`config.mk`:
```
export PLATFORM = sky130hd
export DESIGN_NAME = ps2_keyboard_tx_flat
export DESIGN_NICKNAME = d
export VERILOG_FILES = /design/src/rtl/ps2_keyboard_tx_if.sv /design/src/rtl/ps2_keyboard_tx.sv /design/src/flat_wrapper.sv
export SDC_FILE = /design/constraint.sdc
export NUM_CORES = 1
export LEC_CHECK = 0
export ABC_AREA = 1
export CORE_MARGIN = 2
export CORE_UTILIZATION = 47
export CTS_CLUSTER_DIAMETER = 50
export DETAILED_ROUTE_END_ITERATION = 8
export GPL_TIMING_DRIVEN = 0
export PLACE_DENSITY = 0.66
export SLEW_MARGIN = 10
export SYNTH_ARGS = -nofsm -noshare
export SYNTH_HDL_FRONTEND = slang
export SYNTH_SLANG_ARGS = --single-unit
```
`constraint.sdc`:
```
create_clock -name clk -period 7.75 [get_ports clk]
set_clock_uncertainty 0.2 [all_clocks]
set_input_delay 2.325 -clock clk [delete_from_list [all_inputs] [get_ports clk]]
set_output_delay 2.325 -clock clk [all_outputs]
set_load 0.02 [all_outputs]
```
`src/rtl/ps2_keyboard_tx_if.sv`:
```
// Byte push handshake into the PS/2 keyboard transmitter.
// The producer side is the master; the transmitter FIFO is the slave.
interface ps2_keyboard_tx_if;
  logic [7:0] in_data;
  logic       in_valid;
  logic       in_ready;

  modport master (
    output in_data,
    output in_valid,
    input  in_ready
  );

  modport slave (
    input  in_data,
    input  in_valid,
    output in_ready
  );
endinterface

```
`src/rtl/ps2_keyboard_tx.sv`:
```
// Device-side PS/2 keyboard transmitter: byte FIFO feeding 11-bit
// open-drain frames, with abort and retry on host clock inhibit.
module ps2_keyboard_tx #(
  parameter int clk_mhz    = 25,
  parameter int ps2_khz    = 10,
  parameter int gap_cycles = 5000,
  parameter int fifo_depth = 4
) (
  input  logic             clk,
  input  logic             reset,
  ps2_keyboard_tx_if.slave bus,
  input  logic             ps2clk_in,
  input  logic             ps2data_in,
  output logic             ps2clk_oe,
  output logic             ps2data_oe,
  output logic             busy,
  output logic             aborted
);

  localparam int HALF = clk_mhz * 500 / ps2_khz;
  localparam int CMAX = (2 * HALF > gap_cycles) ? 2 * HALF : gap_cycles;
  localparam int CW   = $clog2(CMAX + 1);
  localparam int AW   = $clog2(fifo_depth);
  localparam int NW   = AW + 1;

  localparam logic [CW-1:0] HALF_END = CW'(HALF - 1);
  localparam logic [CW-1:0] INH_END  = CW'(2 * HALF - 1);
  localparam logic [CW-1:0] GAP_END  = CW'(gap_cycles - 1);
  localparam logic [NW-1:0] FULL     = NW'(fifo_depth);

  localparam logic [2:0] IDLE     = 3'd0;
  localparam logic [2:0] BIT_HIGH = 3'd1;
  localparam logic [2:0] BIT_LOW  = 3'd2;
  localparam logic [2:0] GAP      = 3'd3;
  localparam logic [2:0] INHIBIT  = 3'd4;

  logic [7:0]    mem [fifo_depth];
  logic [AW-1:0] wp;
  logic [AW-1:0] rp;
  logic [NW-1:0] count;
  logic [NW-1:0] count_nx;
  logic          push;
  logic          pop;

  logic [2:0]    state;
  logic [3:0]    idx;
  logic [CW-1:0] cnt;
  logic [10:0]   frame;
  logic          half_done;
  logic          last_bit;

  assign half_done = cnt == HALF_END;
  assign last_bit  = idx == 4'd10;
  assign push      = bus.in_valid & bus.in_ready;
  // Head leaves the FIFO only once the stop bit has been clocked out.
  assign pop       = (state == BIT_LOW) & half_done & last_bit;
  assign count_nx  = count + NW'(push) - NW'(pop);
  assign frame     = {1'b1, ~^mem[rp], mem[rp], 1'b0};
  assign busy      = (state != IDLE) | (count != '0);

  always_ff @(posedge clk) begin
    if (push) mem[wp] <= bus.in_data;
  end

  always_ff @(posedge clk) begin
    if (reset) begin
      wp           <= '0;
      rp           <= '0;
      count        <= '0;
      bus.in_ready <= 1'b0;
    end else begin
      if (push) wp <= wp + AW'(1);
      if (pop)  rp <= rp + AW'(1);
      count        <= count_nx;
      bus.in_ready <= count_nx != FULL;
    end
  end

  always_ff @(posedge clk) begin
    if (reset) begin
      state      <= IDLE;
      idx        <= '0;
      cnt        <= '0;
      ps2clk_oe  <= 1'b0;
      ps2data_oe <= 1'b0;
      aborted    <= 1'b0;
    end else begin
      aborted <= 1'b0;
      unique case (state)
        IDLE: begin
          if (count != '0 && ps2clk_in && ps2data_in) begin
            state      <= BIT_HIGH;
            idx        <= '0;
            cnt        <= '0;
            ps2data_oe <= 1'b1;
          end
        end
        BIT_HIGH: begin
          if (!half_done) begin
            cnt <= cnt + 1'b1;
          end else if (!ps2clk_in && !last_bit) begin
            state      <= INHIBIT;
            cnt        <= '0;
            ps2clk_oe  <= 1'b0;
            ps2data_oe <= 1'b0;
            aborted    <= 1'b1;
          end else begin
            state     <= BIT_LOW;
            cnt       <= '0;
            ps2clk_oe <= 1'b1;
          end
        end
        BIT_LOW: begin
          if (!half_done) begin
            cnt <= cnt + 1'b1;
          end else begin
            cnt       <= '0;
            ps2clk_oe <= 1'b0;
            if (!last_bit) begin
              idx        <= idx + 4'd1;
              ps2data_oe <= ~frame[idx + 4'd1];
              state      <= BIT_HIGH;
            end else begin
              ps2data_oe <= 1'b0;
              state      <= GAP;
            end
          end
        end
        GAP: begin
          if (cnt == GAP_END) begin
            state <= IDLE;
            cnt   <= '0;
          end else begin
            cnt <= cnt + 1'b1;
          end
        end
        INHIBIT: begin
          // Needs an unbroken run of released-clock cycles.
          if (!ps2clk_in) begin
            cnt <= '0;
          end else if (cnt == INH_END) begin
            state <= IDLE;
            cnt   <= '0;
          end else begin
            cnt <= cnt + 1'b1;
          end
        end
        default: begin
          state      <= IDLE;
          cnt        <= '0;
          ps2clk_oe  <= 1'b0;
          ps2data_oe <= 1'b0;
        end
      endcase
    end
  end

endmodule

```
`src/flat_wrapper.sv`:
```
// flat-port wrapper written by rule: the top's interface ports become plain ports
module ps2_keyboard_tx_flat 
#(
  parameter int clk_mhz    = 25,
  parameter int ps2_khz    = 10,
  parameter int gap_cycles = 5000,
  parameter int fifo_depth = 4
)
  (clk, reset, ps2clk_in, ps2data_in, ps2clk_oe, ps2data_oe, busy, aborted, bus_in_data, bus_in_valid, bus_in_ready);
  ps2_keyboard_tx_if bus_i ();
  input  logic clk;
  input  logic reset;
  input  logic ps2clk_in;
  input  logic ps2data_in;
  output logic ps2clk_oe;
  output logic ps2data_oe;
  output logic busy;
  output logic aborted;
  input wire logic [$bits(bus_i.in_data)-1:0] bus_in_data;
  input wire logic [$bits(bus_i.in_valid)-1:0] bus_in_valid;
  output wire logic [$bits(bus_i.in_ready)-1:0] bus_in_ready;
  assign bus_i.in_data = bus_in_data;
  assign bus_i.in_valid = bus_in_valid;
  assign bus_in_ready = bus_i.in_ready;
  ps2_keyboard_tx #(.clk_mhz(clk_mhz), .ps2_khz(ps2_khz), .gap_cycles(gap_cycles), .fifo_depth(fifo_depth)) u_core (.clk(clk), .reset(reset), .bus(bus_i), .ps2clk_in(ps2clk_in), .ps2data_in(ps2data_in), .ps2clk_oe(ps2clk_oe), .ps2data_oe(ps2data_oe), .busy(busy), .aborted(aborted));
endmodule
```
# After elaboration in Yosys (flattened, before gate mapping)
# Memory sizes are Yosys's and may differ from the RTL's. A register that Yosys moved wholly into a read port is not among the register bits.
# Index checks and enable logic that the tools add are counted.
dict set report op_classes {
  n_lt_le_gt_ge 1
  muxes 36
  n_bitwise 9
  addsub 6
  n_reduce_logical 18
  eq_ne 17
}
# operator n
set ops {}
lappend ops {{13-bit two-way mux} 5}
lappend ops {{13-bit case mux with 4 select lines} 1}
lappend ops {{3-bit two-way mux} 7}
lappend ops {{3-bit case mux with 5 select lines} 1}
lappend ops {{13-bit by 1-bit adder with 13-bit output, second input constant} 1}
lappend ops {{13-bit by 11-bit equality test with 1-bit output, second input constant} 1}
lappend ops {{13-bit by 12-bit equality test with 1-bit output, second input constant} 1}
lappend ops {{13-bit equality test, second input constant} 1}
lappend ops {{1-bit two-way mux} 12}
lappend ops {{4-bit two-way mux} 3}
lappend ops {{2-bit by 1-bit != test with 1-bit output, second input constant} 6}
lappend ops {{4-bit case mux with 2 select lines} 1}
lappend ops {{8-bit XNOR reduction} 1}
lappend ops {{3-bit by 2-bit equality test with 1-bit output, second input constant} 2}
lappend ops {{2-bit two-way mux} 3}
lappend ops {{6-bit AND reduction} 1}
lappend ops {{3-bit nonzero test} 2}
lappend ops {{3-bit OR reduction} 2}
lappend ops {{4-bit by 5-bit < comparator with 1-bit output, second input constant} 1}
lappend ops {{1-bit inverter} 5}
lappend ops {{5-bit AND reduction} 1}
lappend ops {{2-bit by 1-bit adder with 2-bit output, second input constant} 2}
lappend ops {{4-bit by 1-bit adder with 4-bit output, second input constant} 1}
lappend ops {{1-bit binary-select mux with 4-bit select} 1}
lappend ops {{18 further kinds} 25}
dict set report word_totals {
  mem_count 1
  output_inout_bits 5
  mem_bits_rw 32
  in_bits 13
  reg_bits 31
}
# name depth word_bits read_ports rd_clocked_by_memory_dff wr line
set memory_table {}
lappend memory_table {u_core.mem 4 8 1 1 1 ps2_keyboard_tx.sv:37} ;# logic [7:0] mem [fifo_depth];

# Logic depth before layout (Yosys ltp)
dict set report logic_depth {
  depth_word 7
  ltp_mapped 17
  ltp_nobuf 16
}

# Worst setup path before layout
# No wires, ideal clock.
dict set report synth_path {
  path_kind {input to register}
  startpoint {in bus_in_valid}
  endpoint {reg u_core.bus.in_ready}
  setup_ns 0.115
  path_slack_ns 3.900
  required_ns 7.435
  path_buffers 0
  cell_stages 9
  arrival_ns 3.535
  path_cell_list {nand2_1 inv_1 ha_1 inv_1 fa_1 xnor2_1 xor2_1 o21ai_0 inv_1}
}
dict set report synth_between {
  elab_chain_len 4
}
# element line
set synth_lines {}
lappend synth_lines {{from (decl)} flat_wrapper.sv:20} ;# input wire logic [$bits(bus_i.in_valid)-1:0] bus_in_valid;
lappend synth_lines {{1-bit bitwise AND} ps2_keyboard_tx.sv:54} ;# assign push = bus.in_valid & bus.in_ready;
lappend synth_lines {{via u_core.push} ps2_keyboard_tx.sv:42} ;# logic push;
lappend synth_lines {{3-bit by 1-bit adder with 3-bit output} ps2_keyboard_tx.sv:57} ;# assign count_nx = count + NW'(push) - NW'(pop);
lappend synth_lines {{3-bit by 1-bit subtractor with 3-bit output} ps2_keyboard_tx.sv:57}
lappend synth_lines {{3-bit != test} ps2_keyboard_tx.sv:75} ;# bus.in_ready <= count_nx != FULL;
lappend synth_lines {{to (signal assigned)} ps2_keyboard_tx.sv:70} ;# bus.in_ready <= 1'b0;
lappend synth_lines {{to (signal assigned)} ps2_keyboard_tx.sv:75}
lappend synth_lines {{to (decl)} ps2_keyboard_tx_if.sv:17} ;# output in_ready
# The timed path passes the listed nets, and every way through them passes these cells.
# A chain may end at the register's enable or synchronous reset.

# Final worst setup path
dict set report layout_path {
  startpoint {reg u_core.state[2]}
  endpoint {out busy}
}
dict set report layout_between {
  elab_chain_len 2
}
# element line
set layout_lines {}
lappend layout_lines {{from (decl)} ps2_keyboard_tx.sv:45} ;# logic [2:0] state;
lappend layout_lines {{from (signal assigned)} ps2_keyboard_tx.sv:81} ;# state <= IDLE;
lappend layout_lines {{from (signal assigned)} ps2_keyboard_tx.sv:92} ;# state <= BIT_HIGH;
lappend layout_lines {{from (signal assigned)} ps2_keyboard_tx.sv:102} ;# state <= INHIBIT;
lappend layout_lines {{3-bit nonzero test} ps2_keyboard_tx.sv:59} ;# assign busy = (state != IDLE) | (count != '0);
lappend layout_lines {{1-bit OR} ps2_keyboard_tx.sv:59}
lappend layout_lines {{to (decl)} flat_wrapper.sv:17} ;# output logic busy;
# Every way passes these cells.

==> flow_metrics.tcl <==
set metrics [dict create \
    status "finished clean" \
    post_cts_buffers 0 \
    vias 2874 \
    setup_viol 0 \
    path_buf_inv 2 \
    hp-class "register to register" \
    initial_core_util_pct 48.9 \
    cp_num_cells 5 \
    design_area_um2 4070 \
    dpl_cell_area_um2 3880 \
    layout_min_cycle_time_ps 4180 \
    routedWlPerCell_um 12.4 \
    cp_max_fo 5 \
    cts_buffers 9 \
    maxSlewHeadroom_pct 45.9 \
    antennaDiodeCount 0 \
    grt_overflow 0 \
    rsz0062_at_grt "false" \
    worstReg2RegStart "u_core.idx[0]$_SDFFE_PP0P_" \
    p_total_mw 1.08 \
    met2_length_um 3450 \
    fmax_ghz 0.239 \
    pre_cts_ws_ps 3240 \
    fin_crit_sh_pct 54.0 \
    crit_slowest_cell "clkdlybuf4s50_1" \
    drc 0 \
    dp_hpwl_um 5380 \
    path_cells "inv_2 > nand2_4 > nor2_4 > nand3_1 > clkdlybuf4s50_1" \
    vdd_drop_max_mv 0.188 \
    r2r_end "u_core.bus.in_ready$_SDFF_PP0_" \
    power.density_nw_per_um2 266 \
    cts_hold_buf 0 \
    whs_path_depth 2 \
    route.met3.wl_um 242 \
    die_area_um2 8340 \
    grt_max_degree 13 \
    clock_latency_ps 330 \
    clockBufferDepth 2 \
    drtPass1Iterations 4 \
    dr.first_iter.drc_count 118 \
    synth.net_count 473 \
    r2r_setup_slack_ps 4630 \
    timing_hold_violations_final 0 \
    grt_use_total_pct 18.8 \
    wl_um 7220 \
    fin_util_pct 55.5 \
    drv_slew 0 \
    yosys_warnings 0 \
    die-height_um 91.3 \
    rr_worst_depth 15 \
    place.gp.congestion 0.806 \
    critical_path.max_stage_delay_ps 600 \
    required_ps 5220 \
    clk_pin_slew_worst_paths_ps 70 \
    wl_met1_um 3370 \
    highest_layer "met4" \
    drive_gt1_share_pct 13.5 \
    syn_avg_cell_area_um2 7.98 \
    area_growth_pct 13.6 \
    grt_pass1_vias 2815 \
    postCtsResizedCells 0 \
    synth_cell_types 42 \
    critPathLaunchType "register" \
    cts_tree "built" \
    crit_family "buffers and inverters" \
    fin_nets 501 \
    worstSetupEndpointType "output pin" \
    grt_pass1_wl_um 12500 \
    worst_pin_slew_ps 808 \
    viasPerCell 4.95 \
    worstSetupEndpoint "busy" \
    synthCells 449 \
    clkSinkCount 65 \
    ant_nets 0 \
    p_leak_nw 1.71 \
    cp.arrival_ps 1660 \
    cp-startpoint "u_core.state[2]$_SDFFE_PP0P_" \
    ctsRootBufferMaster "clkbuf_8" \
    dieWidth_um 91.3 \
    row_count 31 \
    portBuffers 17 \
    layout_setup_ws_ps 3570 \
    tns_ps 0 \
    cts.htree.levels 3 \
    io_pins 18 \
    ys_ff_latch 65 \
    antenna_found_initial 0 \
    core_area_um2 7330 \
    critical_path_class "register to output pin" \
    syn_area_um2 3580 \
    yosysSeqAreaShare_pct 45.3 \
    max_cap_violations 0 \
]
## layout make-up
| type | instances | area, um2 |
|---|---|---|
| Fill cell | 656 | 3260 |
| Sequential cell | 65 | 1620 |
| Tap cell | 99 | 124 |
| Multi-Input combinational cell | 322 | 1700 |
| Inverter | 54 | 205 |
| Buffer | 8 | 58.8 |
| Clock buffer | 9 | 124 |
| Clock inverter | 7 | 70.1 |
| Timing Repair Buffer | 17 | 170 |
## cells in the mapped netlist, drive strengths merged
cell type | number | share of area, %
a31oi | 1 | 0.17
a211oi | 4 | 0.84
and3b | 1 | 0.24
a21oi | 21 | 3.0
nor2 | 38 | 6.1
nor3 | 13 | 2.4
fa | 1 | 0.56
inv | 53 | 5.6
or2 | 1 | 0.17
o21ai | 13 | 1.8
clkbuf | 1 | 0.10
nor4 | 3 | 0.52
o21a | 1 | 0.21
nor3b | 4 | 1.1
xor2 | 3 | 0.73
or3 | 2 | 0.35
buf | 7 | 1.5
nand3 | 34 | 4.9
xnor2 | 2 | 0.49
ha | 10 | 3.5
edfxtp | 32 | 27
dfxtp | 33 | 18
nand2 | 162 | 19
clkinv | 1 | 0.10
nand4 | 5 | 0.87
o31ai | 1 | 0.21
o211ai | 2 | 0.42
## state kept, by name, summed over array words and instances, names as in the netlist, 2 cells and up, named ones only
register,flops
u_core.mem,32
u_core.cnt,13
u_core.idx,4
u_core.count,3
u_core.state,3
u_core.rp,2
u_core.wp,2
## per-stage QoR
stage          hold slack, ps  std cells
6_report                  264        581
5_1_grt                   305        581
4_1_cts                   270        581
3_5_place_dp              255        565
3_3_place_gp              253        565
2_1_floorplan             256        449
## logic make-up after synthesis
kind of cell / after synthesis / synth area share, %
AOI/OAI and AO/OA: 43 / 6.70
DFF: 65 / 45.3
and+or+nand+nor: 263 / 35.4
buffers and inverters: 62 / 7.37
adders and majority gates: 11 / 4.05
xor gates and xnor gates: 5 / 1.22
## placed cells by master (no fill, tap or decap), drive strengths merged, types with 5 or more instances in the layout
cell	synthesis	final
dfxtp	33	33
nand4	5	5
buf	7	7
inv	53	54
nand3	34	34
nand2	162	162
o21ai	13	13
a21oi	21	21
nor2	38	38
nor3	13	13
clkbuf	1	10
ha	10	10
clkdlybuf4s50	0	17
edfxtp	32	32
## report_power, final
part | internal [mW] | leakage, nW | switching, mW
clock | 0.148 | 0.0909 | 0.134
combinational | 0.142 | 1.06 | 0.250
sequential | 0.389 | 0.559 | 0.0218
## metal layers
metal / up-vias / track usage [%]
met3: 13 / 3.82
li1: 1516 / -
met5: - / 0
met4: 0 / 7.07
met2: 49 / 32.2
met1: 1296 / 23.4
## how the worst min path moves through the flow
stage	from	to	slack, ps
6_report	u_core.ps2clk_oe$_SDFFE_PP0P_	u_core.ps2clk_oe$_SDFFE_PP0P_	260
5_1_grt	u_core.ps2clk_oe$_SDFFE_PP0P_	u_core.ps2clk_oe$_SDFFE_PP0P_	310
4_1_cts	u_core.ps2clk_oe$_SDFFE_PP0P_	u_core.ps2clk_oe$_SDFFE_PP0P_	270
3_5_place_dp	u_core.ps2clk_oe$_SDFFE_PP0P_	u_core.ps2clk_oe$_SDFFE_PP0P_	250
3_3_place_gp	u_core.ps2clk_oe$_SDFFE_PP0P_	u_core.ps2clk_oe$_SDFFE_PP0P_	250
2_1_floorplan	u_core.rp[1]$_SDFFE_PP0P_	register	260
## tightest hold or removal path: cells and delay by family, from the launching register on
kind	cells	cell delay, ps
compound gates	1	60
flops	1	310
buf+inv	1	50
(Power assumes the default switching activity.)
